**src/rtl/rv32i_loader_if.sv**
```systemverilog
// Byte-stream in / program-memory write out bundle for the RV32I boot loader.
// master = the loader's view, slave = the byte source and memory side.
interface rv32i_loader_if;
    logic        rx_valid;
    logic [7:0]  rx_data;
    logic        rx_ready;
    logic        pm_we;
    logic [31:0] pm_addr;
    logic [31:0] pm_wdata;

    modport master (
        input  rx_valid,
        input  rx_data,
        output rx_ready,
        output pm_we,
        output pm_addr,
        output pm_wdata
    );

    modport slave (
        output rx_valid,
        output rx_data,
        input  rx_ready,
        input  pm_we,
        input  pm_addr,
        input  pm_wdata
    );
endinterface

```
**src/rtl/rv32i_loader.sv**
```systemverilog
// Framed byte-stream boot loader: SYNC, 16-bit LE word count, LE instruction words,
// 8-bit additive checksum; releases the core only after a clean frame.
module rv32i_loader #(
    parameter int          ADDR_W    = 10,
    parameter logic [7:0]  SYNC_BYTE = 8'hA5
) (
    input  logic              clk,
    input  logic              reset,
    rv32i_loader_if.master    bus,
    output logic              core_rst_n,
    output logic              done,
    output logic              error,
    output logic [ADDR_W:0]   words_loaded
);
    localparam int MAX_WORDS = 2 ** ADDR_W;

    typedef enum logic [2:0] {
        S_SYNC,
        S_LEN0,
        S_LEN1,
        S_DATA,
        S_CSUM,
        S_DONE,
        S_ERR
    } state_t;

    state_t          state_q,     state_d;
    logic [15:0]     len_q,       len_d;
    logic [1:0]      byte_idx_q,  byte_idx_d;
    logic [23:0]     asm_q,       asm_d;
    logic [7:0]      csum_q,      csum_d;
    logic [ADDR_W:0] wcnt_q,      wcnt_d;
    logic            pm_we_q,     pm_we_d;
    logic [31:0]     pm_addr_q,   pm_addr_d;
    logic [31:0]     pm_wdata_q,  pm_wdata_d;

    logic            rx_ready;
    logic            fire;
    logic [15:0]     len_full;
    logic            len_bad;
    logic            last_word;

    // Ready is a pure function of state so the source never sees a combinational loop.
    assign rx_ready  = (state_q == S_SYNC) || (state_q == S_LEN0) || (state_q == S_LEN1) ||
                       (state_q == S_DATA) || (state_q == S_CSUM);
    assign fire      = bus.rx_valid & rx_ready;
    assign len_full  = {bus.rx_data, len_q[7:0]};
    assign len_bad   = (len_full == 16'd0) || (32'(len_full) > 32'(MAX_WORDS));
    assign last_word = ((32'(wcnt_q) + 32'd1) == 32'(len_q));

    always_comb begin
        state_d    = state_q;
        len_d      = len_q;
        byte_idx_d = byte_idx_q;
        asm_d      = asm_q;
        csum_d     = csum_q;
        wcnt_d     = wcnt_q;
        pm_we_d    = 1'b0;
        pm_addr_d  = pm_addr_q;
        pm_wdata_d = pm_wdata_q;

        if (fire) begin
            case (state_q)
                S_SYNC: begin
                    if (bus.rx_data == SYNC_BYTE) begin
                        state_d = S_LEN0;
                    end
                end
                S_LEN0: begin
                    len_d   = {8'h00, bus.rx_data};
                    state_d = S_LEN1;
                end
                S_LEN1: begin
                    len_d      = len_full;
                    byte_idx_d = 2'd0;
                    wcnt_d     = '0;
                    asm_d      = '0;
                    csum_d     = 8'h00;
                    state_d    = len_bad ? S_ERR : S_DATA;
                end
                S_DATA: begin
                    csum_d     = csum_q + bus.rx_data;
                    byte_idx_d = byte_idx_q + 2'd1;
                    // Shift in from the top: after three bytes asm_q holds {b2,b1,b0}.
                    asm_d      = {bus.rx_data, asm_q[23:8]};
                    if (byte_idx_q == 2'd3) begin
                        pm_we_d    = 1'b1;
                        pm_addr_d  = {{(30 - ADDR_W){1'b0}}, wcnt_q[ADDR_W-1:0], 2'b00};
                        pm_wdata_d = {bus.rx_data, asm_q};
                        wcnt_d     = wcnt_q + 1'b1;
                        if (last_word) begin
                            state_d = S_CSUM;
                        end
                    end
                end
                S_CSUM: begin
                    state_d = (bus.rx_data == csum_q) ? S_DONE : S_ERR;
                end
                default: begin
                end
            endcase
        end
    end

    always_ff @(posedge clk) begin
        if (!reset) begin
            state_q    <= S_SYNC;
            len_q      <= 16'd0;
            byte_idx_q <= 2'd0;
            asm_q      <= 24'd0;
            csum_q     <= 8'h00;
            wcnt_q     <= '0;
            pm_we_q    <= 1'b0;
            pm_addr_q  <= 32'd0;
            pm_wdata_q <= 32'd0;
        end else begin
            state_q    <= state_d;
            len_q      <= len_d;
            byte_idx_q <= byte_idx_d;
            asm_q      <= asm_d;
            csum_q     <= csum_d;
            wcnt_q     <= wcnt_d;
            pm_we_q    <= pm_we_d;
            pm_addr_q  <= pm_addr_d;
            pm_wdata_q <= pm_wdata_d;
        end
    end

    assign bus.rx_ready = rx_ready;
    assign bus.pm_we    = pm_we_q;
    assign bus.pm_addr  = pm_addr_q;
    assign bus.pm_wdata = pm_wdata_q;
    assign done         = (state_q == S_DONE);
    assign error        = (state_q == S_ERR);
    assign core_rst_n   = (state_q == S_DONE);
    assign words_loaded = wcnt_q;
endmodule

```
**src/flat_wrapper.sv**
```systemverilog
// flat-port wrapper written by rule: the top's interface ports become plain ports
module rv32i_loader_flat 
#(
    parameter int          ADDR_W    = 10,
    parameter logic [7:0]  SYNC_BYTE = 8'hA5
)
  (clk, reset, core_rst_n, done, error, words_loaded, bus_rx_valid, bus_rx_data, bus_rx_ready, bus_pm_we, bus_pm_addr, bus_pm_wdata);
  rv32i_loader_if bus_i ();
  input  logic clk;
  input  logic reset;
  output logic core_rst_n;
  output logic done;
  output logic error;
  output logic [ADDR_W:0] words_loaded;
  input wire logic [$bits(bus_i.rx_valid)-1:0] bus_rx_valid;
  input wire logic [$bits(bus_i.rx_data)-1:0] bus_rx_data;
  output wire logic [$bits(bus_i.rx_ready)-1:0] bus_rx_ready;
  output wire logic [$bits(bus_i.pm_we)-1:0] bus_pm_we;
  output wire logic [$bits(bus_i.pm_addr)-1:0] bus_pm_addr;
  output wire logic [$bits(bus_i.pm_wdata)-1:0] bus_pm_wdata;
  assign bus_i.rx_valid = bus_rx_valid;
  assign bus_i.rx_data = bus_rx_data;
  assign bus_rx_ready = bus_i.rx_ready;
  assign bus_pm_we = bus_i.pm_we;
  assign bus_pm_addr = bus_i.pm_addr;
  assign bus_pm_wdata = bus_i.pm_wdata;
  rv32i_loader #(.ADDR_W(ADDR_W), .SYNC_BYTE(SYNC_BYTE)) u_core (.clk(clk), .reset(reset), .bus(bus_i), .core_rst_n(core_rst_n), .done(done), .error(error), .words_loaded(words_loaded));
endmodule
```
**config.mk**
```make
export PLATFORM = sky130hd
export DESIGN_NAME = rv32i_loader_flat
export DESIGN_NICKNAME = d
export VERILOG_FILES = /design/src/rtl/rv32i_loader_if.sv /design/src/rtl/rv32i_loader.sv /design/src/flat_wrapper.sv
export SDC_FILE = /design/constraint.sdc
export NUM_CORES = 1
export LEC_CHECK = 0
export ABC_AREA = 1
export CORE_MARGIN = 1.5
export CORE_UTILIZATION = 49
export CTS_BUF_LIST = sky130_fd_sc_hd__clkbuf_4 sky130_fd_sc_hd__clkbuf_8
export CTS_CLUSTER_DIAMETER = 80
export DETAILED_ROUTE_END_ITERATION = 8
export PLACE_DENSITY = 0.79
export RECOVER_POWER = 25
export SETUP_SLACK_MARGIN = 0.4
export SYNTH_ARGS = -nofsm -noshare
export SYNTH_HDL_FRONTEND = slang
export SYNTH_SLANG_ARGS = --single-unit
```
**constraint.sdc**
```tcl
create_clock -name clk -period 2.07 [get_ports clk]
set_clock_uncertainty 0.2 [all_clocks]
set_input_delay 0.3105 -clock clk [delete_from_list [all_inputs] [get_ports clk]]
set_output_delay 0.3105 -clock clk [all_outputs]
set_load 0.005 [all_outputs]
```
# --- Word-level counts from Yosys, hierarchy flattened ---
# Cells that the tools add are included.
totals:
  register_bits: 107
op_classes:
  order_cmp: 1
  n_reduce_logical: 17
  n_eq_ne: 13
  addsub: 4
  n_mux: 13
  n_bitwise: 2
op_table:
  columns: ["cell", "count"]
  rows:
  - ["one-hot mux 24 bit (2 select lines)", 1]
  - ["== test 32 x 16 -> 1 bit", 1]
  - ["one-hot mux 16 bit (2 select lines)", 1]
  - ["one-hot mux 11 bit (2 select lines)", 1]
  - ["greater-than comparator 16 x 11 -> 1 bit, second input constant", 1]
  - ["logical NOT 16 bit", 1]
  - ["one-hot mux 8 bit (2 select lines)", 1]
  - ["one-hot mux 3 bit (5 select lines)", 1]
  - ["adder 11 x 1 -> 12 bit, second input constant", 1]
  - ["two-way mux 3 bit", 4]
  - ["AND reduction 3 bit", 4]
  - ["adder 11 x 1 -> 11 bit, second input constant", 1]
  - ["two-way mux 11 bit", 1]
  - ["== test 3 bit, second input constant", 3]
  - ["adder 8 bit", 1]
  - ["== test 8 bit", 1]
  - ["== test 8 bit, second input constant", 1]
  - ["== test 3 x 2 -> 1 bit, second input constant", 2]
  - ["logical OR 1 bit", 5]
  - ["AND reduction 5 bit", 1]
  - ["nonzero test 5 bit", 1]
  - ["!= test 2 bit, second input constant", 2]
  - ["one-hot mux 2 bit (2 select lines)", 1]
  - ["AND reduction 2 bit", 2]
  - ["other kinds (10)", 11]

# --- Depth between registers and ports, before layout ---
# Gate-level depths: netlist of run 1.
depth:
  ltp_word: 7
  depth_mapped: 16
  mapped_depth_nobuf: 16

# --- Least setup slack after synthesis of run 1 ---
# No wires, ideal clock.
synth_timing:
  kind: "input port to flip-flop"
  start: "input port bus_rx_data[0]"
  end: "register u_core.csum_q[6]"
  path_slack_ps: 89
  path_buffers: 0
  stages: 10
  arrival_time_ps: 1710
  required_time_ps: 1800
  path_cell_list: "ha_1 > fa_1 > nand2_1 > a21boi_0 > o21ai_0 > nand2_1 > a21oi_1 > or2_2 > nand3_1 > a21oi_1"
synth_via:
  elab_chain_cells: 2
synth_rtl:
  columns: ["item", "line_no", "rtl"]
  rows:
  - ["start: declaration", "flat_wrapper.sv:16", "input wire logic [$bits(bus_i.rx_data)-1:0] bus_rx_data;"]
  - ["adder 8 bit", "rv32i_loader.sv:82", "csum_d = csum_q + bus.rx_data;"]
  - ["one-hot mux 8 bit (2 select lines)", "rv32i_loader.sv:63", "case (state_q)"]
  - ["end signal: assignment", "rv32i_loader.sv:121", "csum_q <= csum_d;"]
  - ["end: declaration", "rv32i_loader.sv:31", "logic [7:0] csum_q, csum_d;"]
# Every way passes these cells.
# A chain may end at the register's enable or synchronous reset.

# --- Final worst setup path of run 1 ---
layout_timing:
  start: "register u_core.wcnt_q[1], in the netlist u_core.words_loaded[1]"
  end: "register u_core.state_q[0]"
layout_via:
  elab_chain_cells: 4
layout_rtl:
  columns: ["item", "line_no", "rtl"]
  rows:
  - ["start: declaration", "rv32i_loader.sv:32", "logic [ADDR_W:0] wcnt_q, wcnt_d;"]
  - ["start signal: assignment", "rv32i_loader.sv:122", "wcnt_q <= wcnt_d;"]
  - ["adder 11 x 1 -> 12 bit", "rv32i_loader.sv:49", "assign last_word = ((32'(wcnt_q) + 32'd1) == 32'(len_q));"]
  - ["== test 32 x 16 -> 1 bit", "rv32i_loader.sv:49", null]
  - ["!= test 2 x 1 -> 1 bit (no line)", null, null]
  - ["AND reduction 5 bit (no line)", null, null]
  - ["end signal: assignment", "rv32i_loader.sv:117", "state_q <= state_d;"]
  - ["end: declaration", "rv32i_loader.sv:27", "state_t state_q, state_d;"]
# Every way passes these cells.

==> reports/results.txt, run 1 <==
Result of the run = complete, but fails checks
Violated checks = setup timing
Class of the tightest hold or removal check = reg -> reg
Number of distinct library cells after synthesis = 31
Number of I/O port buffers = 68
Minimum clock period = 2.48 ns
Clock-pin slew on the worst setup and hold paths = 0.12 ns
Insertion delay to the later sink of the worst-skew pair = 0.43 ns
Async S/R FF share, synth = 0
Number of warnings issued by yosys = 0
Setup repair after global routing missed its margin = true
Total number of placement rows = 36
Buffering stage count on the worst path with inverters included = 2
Die Area = 0.0107 sq mm
Height of the die = 103 um
Number of max-slew violations in the final report = 0
Number of H-tree branching levels = 3
Non-Filler Cell Area, Final = 0.00859 sq mm
Worst hold path depth = 2
Count of state elements after synthesis = 107
Setup crit end kind = flip-flop
Diode count = 0
Maximum VDD drop = 0.503 mV
Post-DP HPWL = 8560 um
List of cells traversed by the critical path = buf_4 > nand3_2 > nor2_4 > nand2_1 > nand2_1 > nand2_1 > nand2_1 > nand2_1 > nor2_1 > nand3_1 > nand2_2 > nand3b_1 > nand2_1 > inv_1
Startpoint type of the worst setup path = flip-flop
Placeable Area = 0.00977 sq mm
Setup slack after placement = -0.498 ns
Crit share post-route = 1.20
Antenna violations before repair = 0
Predominant post-synthesis flop cell = dfxtp_1
Worst hold slack after final layout = 0.295 ns
Detailed Route WL = 25200 um
WP data required = 2.16 ns
Cell area reported after detailed placement = 0.00597 sq mm
Fin. Hold Viols = 0
Violation count after the first detailed-route iteration = 764
Number of optimization iterations in the first detailed-route pass = 5
Total stage count of the critical path = 14
Root Driver = clkbuf_8
Post-synthesis area per instance = 7.12 sq um
Final critical-path setup slack = -0.407 ns
Reg2reg path depth = 14
Routability-driven placement congestion ratio = 0.926
Leakage dissipation = 3.90 nW
Synthesis-to-finish area growth = 74.1%
Antenna-violating nets left = 0
DRC violations left = 0
Vias per inst = 6.32
Post-synthesis cell area = 0.00494 sq mm
GRT overflow = 0
Most frequent CP cell = nand2_1
Count of boundary I/O pins = 91
Average detailed-routed wire length per instance = 24.9 um
Via count of the first global-routing pass = 5319
Initial Util = 0.505
Critical-path maximum fanout = 6
Count of flip-flops with a built-in enable after synthesis = 0
Crit-path slowest cell = dfxtp_4
Synthesized netlist cell count = 693
Detailed-route via count = 6402
Power per unit of standard cell area = 601 mW/mm^2
Portion of the post-synthesis area used by sequential elements = 0.434
Slowest cell delay on critical path = 0.39 ns
Worst Hold Launch = u_core.csum_q[4]
Horizontal die dimension = 103 um
Hold Crit Endpoint = u_core.csum_q[4]
Reg2Reg Launch Point = u_core.words_loaded[1]
CTS tree = yes
Top achievable clock speed = 404 MHz
Clock Tree Buf Depth = 2
Number of buffers inserted during clock tree synthesis = 9
Endpoint arrival time on the critical path = 2.57 ns
Endpoint of the most critical register-to-register path = u_core.state_q[0]
Reported max-cap violation count = 0
Final total power = 5.16 mW
Final-stage net count = 897
Total track usage = 0.321
Clock Sinks = 107
Worst Path Class, Setup = reg -> reg
Worst Max-Slew Pin Slew = 0.818 ns
Final setup violation count = 56
Category of cells accounting for the largest share of critical-path delay = simple AND/OR/NAND/NOR gates
Internal reg-to-reg setup slack = -0.41 ns
Remaining max-slew budget at the tightest pin = 0.455
Global-route wire length before repair = 26200 um
Pin count of the biggest net entering global routing = 46
Share of layout cells above drive strength 1 = 0.506
==> what timing repair did <==
action	in CTS	in global routing
gates resized for setup	278	216
cloned	14	4
pin swaps	49	62
hold buffers	0	0
buffers inserted	60	16
endpoints found under the setup margin	134	113
hold endpoints to repair	0	0
==> synth_stat cells (2+ instances only) <==
| master | count | area, sq um |
|---|---|---|
| nand2_1 | 161 | 604 |
| dfxtp_1 | 107 | 2140 |
| nor2_1 | 91 | 342 |
| a21oi_1 | 81 | 405 |
| inv_1 | 47 | 176 |
| nand3_1 | 36 | 180 |
| buf_4 | 26 | 195 |
| o21ai_0 | 25 | 125 |
| o21ai_1 | 25 | 125 |
| clkbuf_1 | 16 | 60.1 |
| buf_2 | 11 | 55.1 |
| ha_1 | 9 | 113 |
| a211oi_1 | 8 | 60.1 |
| nand4_1 | 8 | 50.1 |
| nor3_1 | 7 | 35.0 |
| inv_2 | 5 | 18.8 |
| nor2_4 | 5 | 56.3 |
| or2_2 | 4 | 25.0 |
| nand2_2 | 3 | 18.8 |
| nand3b_1 | 3 | 22.5 |
| nor4_1 | 3 | 18.8 |
| a21boi_0 | 2 | 15.0 |
| nor2_2 | 2 | 12.5 |
==> tightest hold or removal path, cell delays in order (launching register included) <==
cell	delay, ns
dfxtp_1	0.34
nand2_1	0.08
a21oi_2	0.05
==> state kept, by name (all words and copies together) (netlist names), 2 cells and up <==
name	flops
u_core.byte_idx_q	2
u_core.bus.pm_wdata	32
u_core.csum_q	8
u_core.len_q	16
u_core.asm_q	24
u_core.state_q	3
u_core.bus.pm_addr	10
u_core.words_loaded	11
==> area by class of cell <==
cell class                      count  area [sq um]
Multi-Input combinational cell    500          3550
Sequential cell                   107          2230
Timing Repair Buffer              199          2090
Fill cell                         401          1180
Inverter                           54           253
Tap cell                          133           166
Clock buffer                        9           124
Timing Repair inverter              5           108
Clock inverter                      6          71.3
==> logic make-up (layout without fill, tap and decap cells) <==
group | count (synthesis) | count (layout) | synth area share
other | 1 | 22 | 0.000760
adders and majority gates | 10 | 10 | 0.0269
DFF | 107 | 107 | 0.434
buffers and inverters | 107 | 273 | 0.104
xor gates and xnor gates | 1 | 1 | 0.00177
and+or+nand+nor | 325 | 325 | 0.283
AOI/OAI and AO/OA | 142 | 142 | 0.150
==> placed cells by master, fill, tap and decap left out, types with 15 or more instances in the layout <==
| cell type | Yosys | final |
|---|---|---|
| nand3_1 | 36 | 25 |
| buf_4 | 26 | 88 |
| a21oi_1 | 81 | 21 |
| nand2_1 | 161 | 120 |
| conb_1 | 1 | 22 |
| dfxtp_2 | 0 | 47 |
| dfxtp_1 | 107 | 53 |
| a21oi_2 | 0 | 57 |
| nor2_2 | 2 | 15 |
| dlygate4sd2_1 | 0 | 55 |
| nor2_1 | 91 | 43 |
| inv_1 | 47 | 40 |
| o21ai_2 | 0 | 27 |
| nand2_4 | 0 | 31 |
| nor2_4 | 5 | 40 |
==> per-stage QoR <==
stage / instances / utilization / setup TNS [ns]
finish: 1013 / 0.879 / -4.64
detailed placement: 904 / 0.611 / -2.32
floorplan: 714 / - / 0
global route: 1013 / 0.879 / -6.42
CTS: 993 / 0.774 / 0
global placement: 904 / 0.611 / -1.77
==> routing by layer <==
metal	vias up	GRT usage	share of wire
li1	2572	-	-
met5	-	0	0
met2	624	0.559	0.46
met4	0	0.156	0.089
met1	2978	0.374	0.34
met3	228	0.0706	0.12
==> how the worst max path moves through the flow <==
stage                      startpoint                end
2_1_floorplan          bus_rx_data[0]   u_core.csum_q[6]
3_3_place_gp           bus_rx_data[0]   u_core.csum_q[6]
3_5_place_dp           bus_rx_data[0]   u_core.csum_q[6]
4_1_cts              u_core.csum_q[0]   u_core.csum_q[6]
5_1_grt        u_core.words_loaded[1]  u_core.state_q[0]
6_report       u_core.words_loaded[1]  u_core.state_q[0]
==> power breakdown <==
part	switching (mW)	internal [mW]	leakage, nW	total [mW]
Sequential	0.0747	2.13	0.892	2.21
Combinational	0.951	0.578	2.91	1.53
Clock	0.858	0.570	0.0980	1.43
(Power assumes the default switching activity.)
==> run 2, diff against run 1 <==
--- a/config.mk
+++ b/config.mk
@@ -7,11 +7,11 @@
 export LEC_CHECK = 0
 export ABC_AREA = 1
 export CORE_MARGIN = 1.5
-export CORE_UTILIZATION = 49
-export CTS_BUF_LIST = sky130_fd_sc_hd__clkbuf_4 sky130_fd_sc_hd__clkbuf_8
+export CORE_UTILIZATION = 47
+export CTS_BUF_LIST = sky130_fd_sc_hd__clkbuf_16
 export CTS_CLUSTER_DIAMETER = 80
 export DETAILED_ROUTE_END_ITERATION = 8
-export PLACE_DENSITY = 0.79
+export PLACE_DENSITY = 0.76
 export RECOVER_POWER = 25
 export SETUP_SLACK_MARGIN = 0.4
 export SYNTH_ARGS = -nofsm -noshare
==> reports/results.txt, run 2 (synthesized netlist as in run 1, its figures left out) <==
Result of the run = complete, but fails checks
Violated checks = setup timing
Crit-path slowest cell = dfxtp_4
Power per unit of standard cell area = 678 mW/mm^2 (+13%)
Setup crit end kind = flip-flop
Top routing layer in use = met4
Horizontal die dimension = 105 um (+2.0%)
CTS tree = yes
Number of H-tree branching levels = 3 (unchanged)
Insertion delay to the later sink of the worst-skew pair = 0.35 ns (-0.08 ns)
Crit share post-route = 1.07 (-0.122)
Violation count after the first detailed-route iteration = 407 (-47%)
Post-DP HPWL = 8180 um (-4.4%)
Detailed-route via count = 5411 (-15%)
Antenna violations before repair = 0 (unchanged)
Reported max-cap violation count = 0 (unchanged)
Final critical-path setup slack = -0.154 ns (+0.252 ns)
Diode count = 0 (unchanged)
Worst Path Class, Setup = reg -> reg
Vias per inst = 5.61 (-11%)
Routed length on met1 = 6590 um (-22%)
Worst Hold Launch = u_core.len_q[15]
Most frequent CP cell = nand2_1
Minimum clock period = 2.22 ns (-0.252 ns)
Leakage dissipation = 3.26 nW (-16%)
Maximum VDD drop = 0.381 mV (-24%)
CTS hold repair buffers = 0 (unchanged)
List of cells traversed by the critical path = ha_4 > nand2_4 > nor2_4 > nand3_2 > nand2_2 > nand2_1 > nand2_1 > nand2_1 > nor2_2 > nand3_1 > nand2_2 > nand3_2 > nand2_1 > nor2_1
Number of max-slew violations in the final report = 0 (unchanged)
Final total power = 5.19 mW (+0.50%)
Placed Cells = 898 (-0.66%)
Highest-count cells in the layout ignoring fill and taps = nand2_1, dfxtp_1, a21oi_1, dlygate4sd2_1, buf_4
Startpoint type of the worst setup path = flip-flop
Total track usage = 0.277 (-0.0440)
Critical-path maximum fanout = 7 (+1)
Detailed Route WL = 16800 um (-33%)
Final setup violation count = 3 (-95%)
Number of I/O port buffers = 68 (unchanged)
Root Driver = clkbuf_16
Detailed-routed wire length on met3 = 1020 um (-65%)
Share of layout cells above drive strength 1 = 0.368 (-0.137)
Endpoint arrival time on the critical path = 2.27 ns (-0.30 ns)
Category of cells accounting for the largest share of critical-path delay = simple AND/OR/NAND/NOR gates
Global-route wire length before repair = 24800 um (-5.4%)
WP data required = 2.11 ns (-0.05 ns)
DRC violations left = 0 (unchanged)
Die Area = 0.0111 sq mm (+4.1%)
Reg2Reg Launch Point = u_core.words_loaded[1]
Antenna-violating nets left = 0 (unchanged)
Number of optimization iterations in the first detailed-route pass = 7 (+2)
Via count of the first global-routing pass = 5098 (-4.2%)
Total number of placement rows = 37 (+2.8%)
Slowest cell delay on critical path = 0.38 ns (about the same)
Pin count of the biggest net entering global routing = 63 (+37%)
Final-stage net count = 844 (-5.9%)
GRT overflow = 0 (unchanged)
Count of boundary I/O pins = 91 (unchanged)
Number of buffers inserted during clock tree synthesis = 9 (unchanged)
Leading cell type in the layout, fill and taps excluded = nand2_1
Clock-pin slew on the worst setup and hold paths = 0.08 ns (-0.04 ns)
Max reg flops = 32 (unchanged)
Height of the die = 105 um (+2.0%)
Setup repair after global routing missed its margin = true
Number of standard cells in the final layout excluding fillers = 964 (-4.8%)
Fin. Hold Viols = 0 (unchanged)
Routability-driven placement congestion ratio = 0.889 (-4.0%)
Buffering stage count on the worst path with inverters included = 0 (-2)
Synthesis-to-finish area growth = 55.1%
Clock Sinks = 107 (unchanged)
Top achievable clock speed = 450 MHz (+11%)
Class of the tightest hold or removal check = reg -> reg
Launching instance or port of the critical path = u_core.words_loaded[1]
Met2 routed wirelength = 8510 um (-27%)
Average detailed-routed wire length per instance = 17.4 um (-30%)
Placeable Area = 0.0103 sq mm (+5.1%)
Initial Util = 0.480 (-0.0247)
Clock Tree Buf Depth = 2 (unchanged)
-- run 2: final cells by class --
cell class              count  area [sq um]
flip-flops and latches    107          2200
clock inverters             7          63.8
repair inverters            5           114
clock buffers               9           225
repair buffers            146          1520
inverters                  54           241
multi-input cells         500          3120
fillers                   661          2620
well taps                 136           170
-- run 2: power by group --
| part | switching (mW) | leakage (nW) | internal, mW |
|---|---|---|---|
| logic | 0.799 | 2.24 | 0.491 |
| registers | 0.0674 | 0.881 | 2.13 |
| clock network | 0.863 | 0.138 | 0.839 |
-- run 2: metal layers --
layer,track usage,up-vias
met4,0.128,0
met5,0,-
met1,0.352,2572
li1,-,2491
met2,0.465,274
met3,0.0402,74
-- run 2: worst paths after layout --
| kind | end | slack [ns] | cells after the start |
|---|---|---|---|
| max reg2reg | u_core.state_q[2] | -0.15 | 14 |
| min reg2reg | u_core.len_q[15] | 0.27 | 2 |
| max | u_core.state_q[2] | -0.15 | 14 |
| min | u_core.len_q[15] | 0.27 | 2 |
-- run 2: repair_timing --
action | CTS | global route
buffers inserted | 26 | 11
gates resized for setup | 239 | 124
setup endpoints to repair | 134 | 115
cloned | 12 | 1
pin swaps | 36 | 31
-- run 2: worst min-delay path, cell delays in order, from the launching register on --
cell	delay [ns]
dfxtp_1	0.32
nand2_1	0.06
a21oi_1	0.05
-- run 2: through the flow --
stage               setup slack, ns  hold WS [ns]  utilization  instance area [sq um]  TNS, ns
global placement             -0.338         0.251        0.575                   5910    -1.42
CTS                          0.0652         0.263        0.699                   7190        0
detailed placement           -0.393         0.252        0.575                   5910    -2.01
global route                 -0.225         0.294        0.745                   7660    -1.19
floorplan                     0.204         0.241            -                   5080        0
finish                       -0.154         0.272        0.745                   7660   -0.427
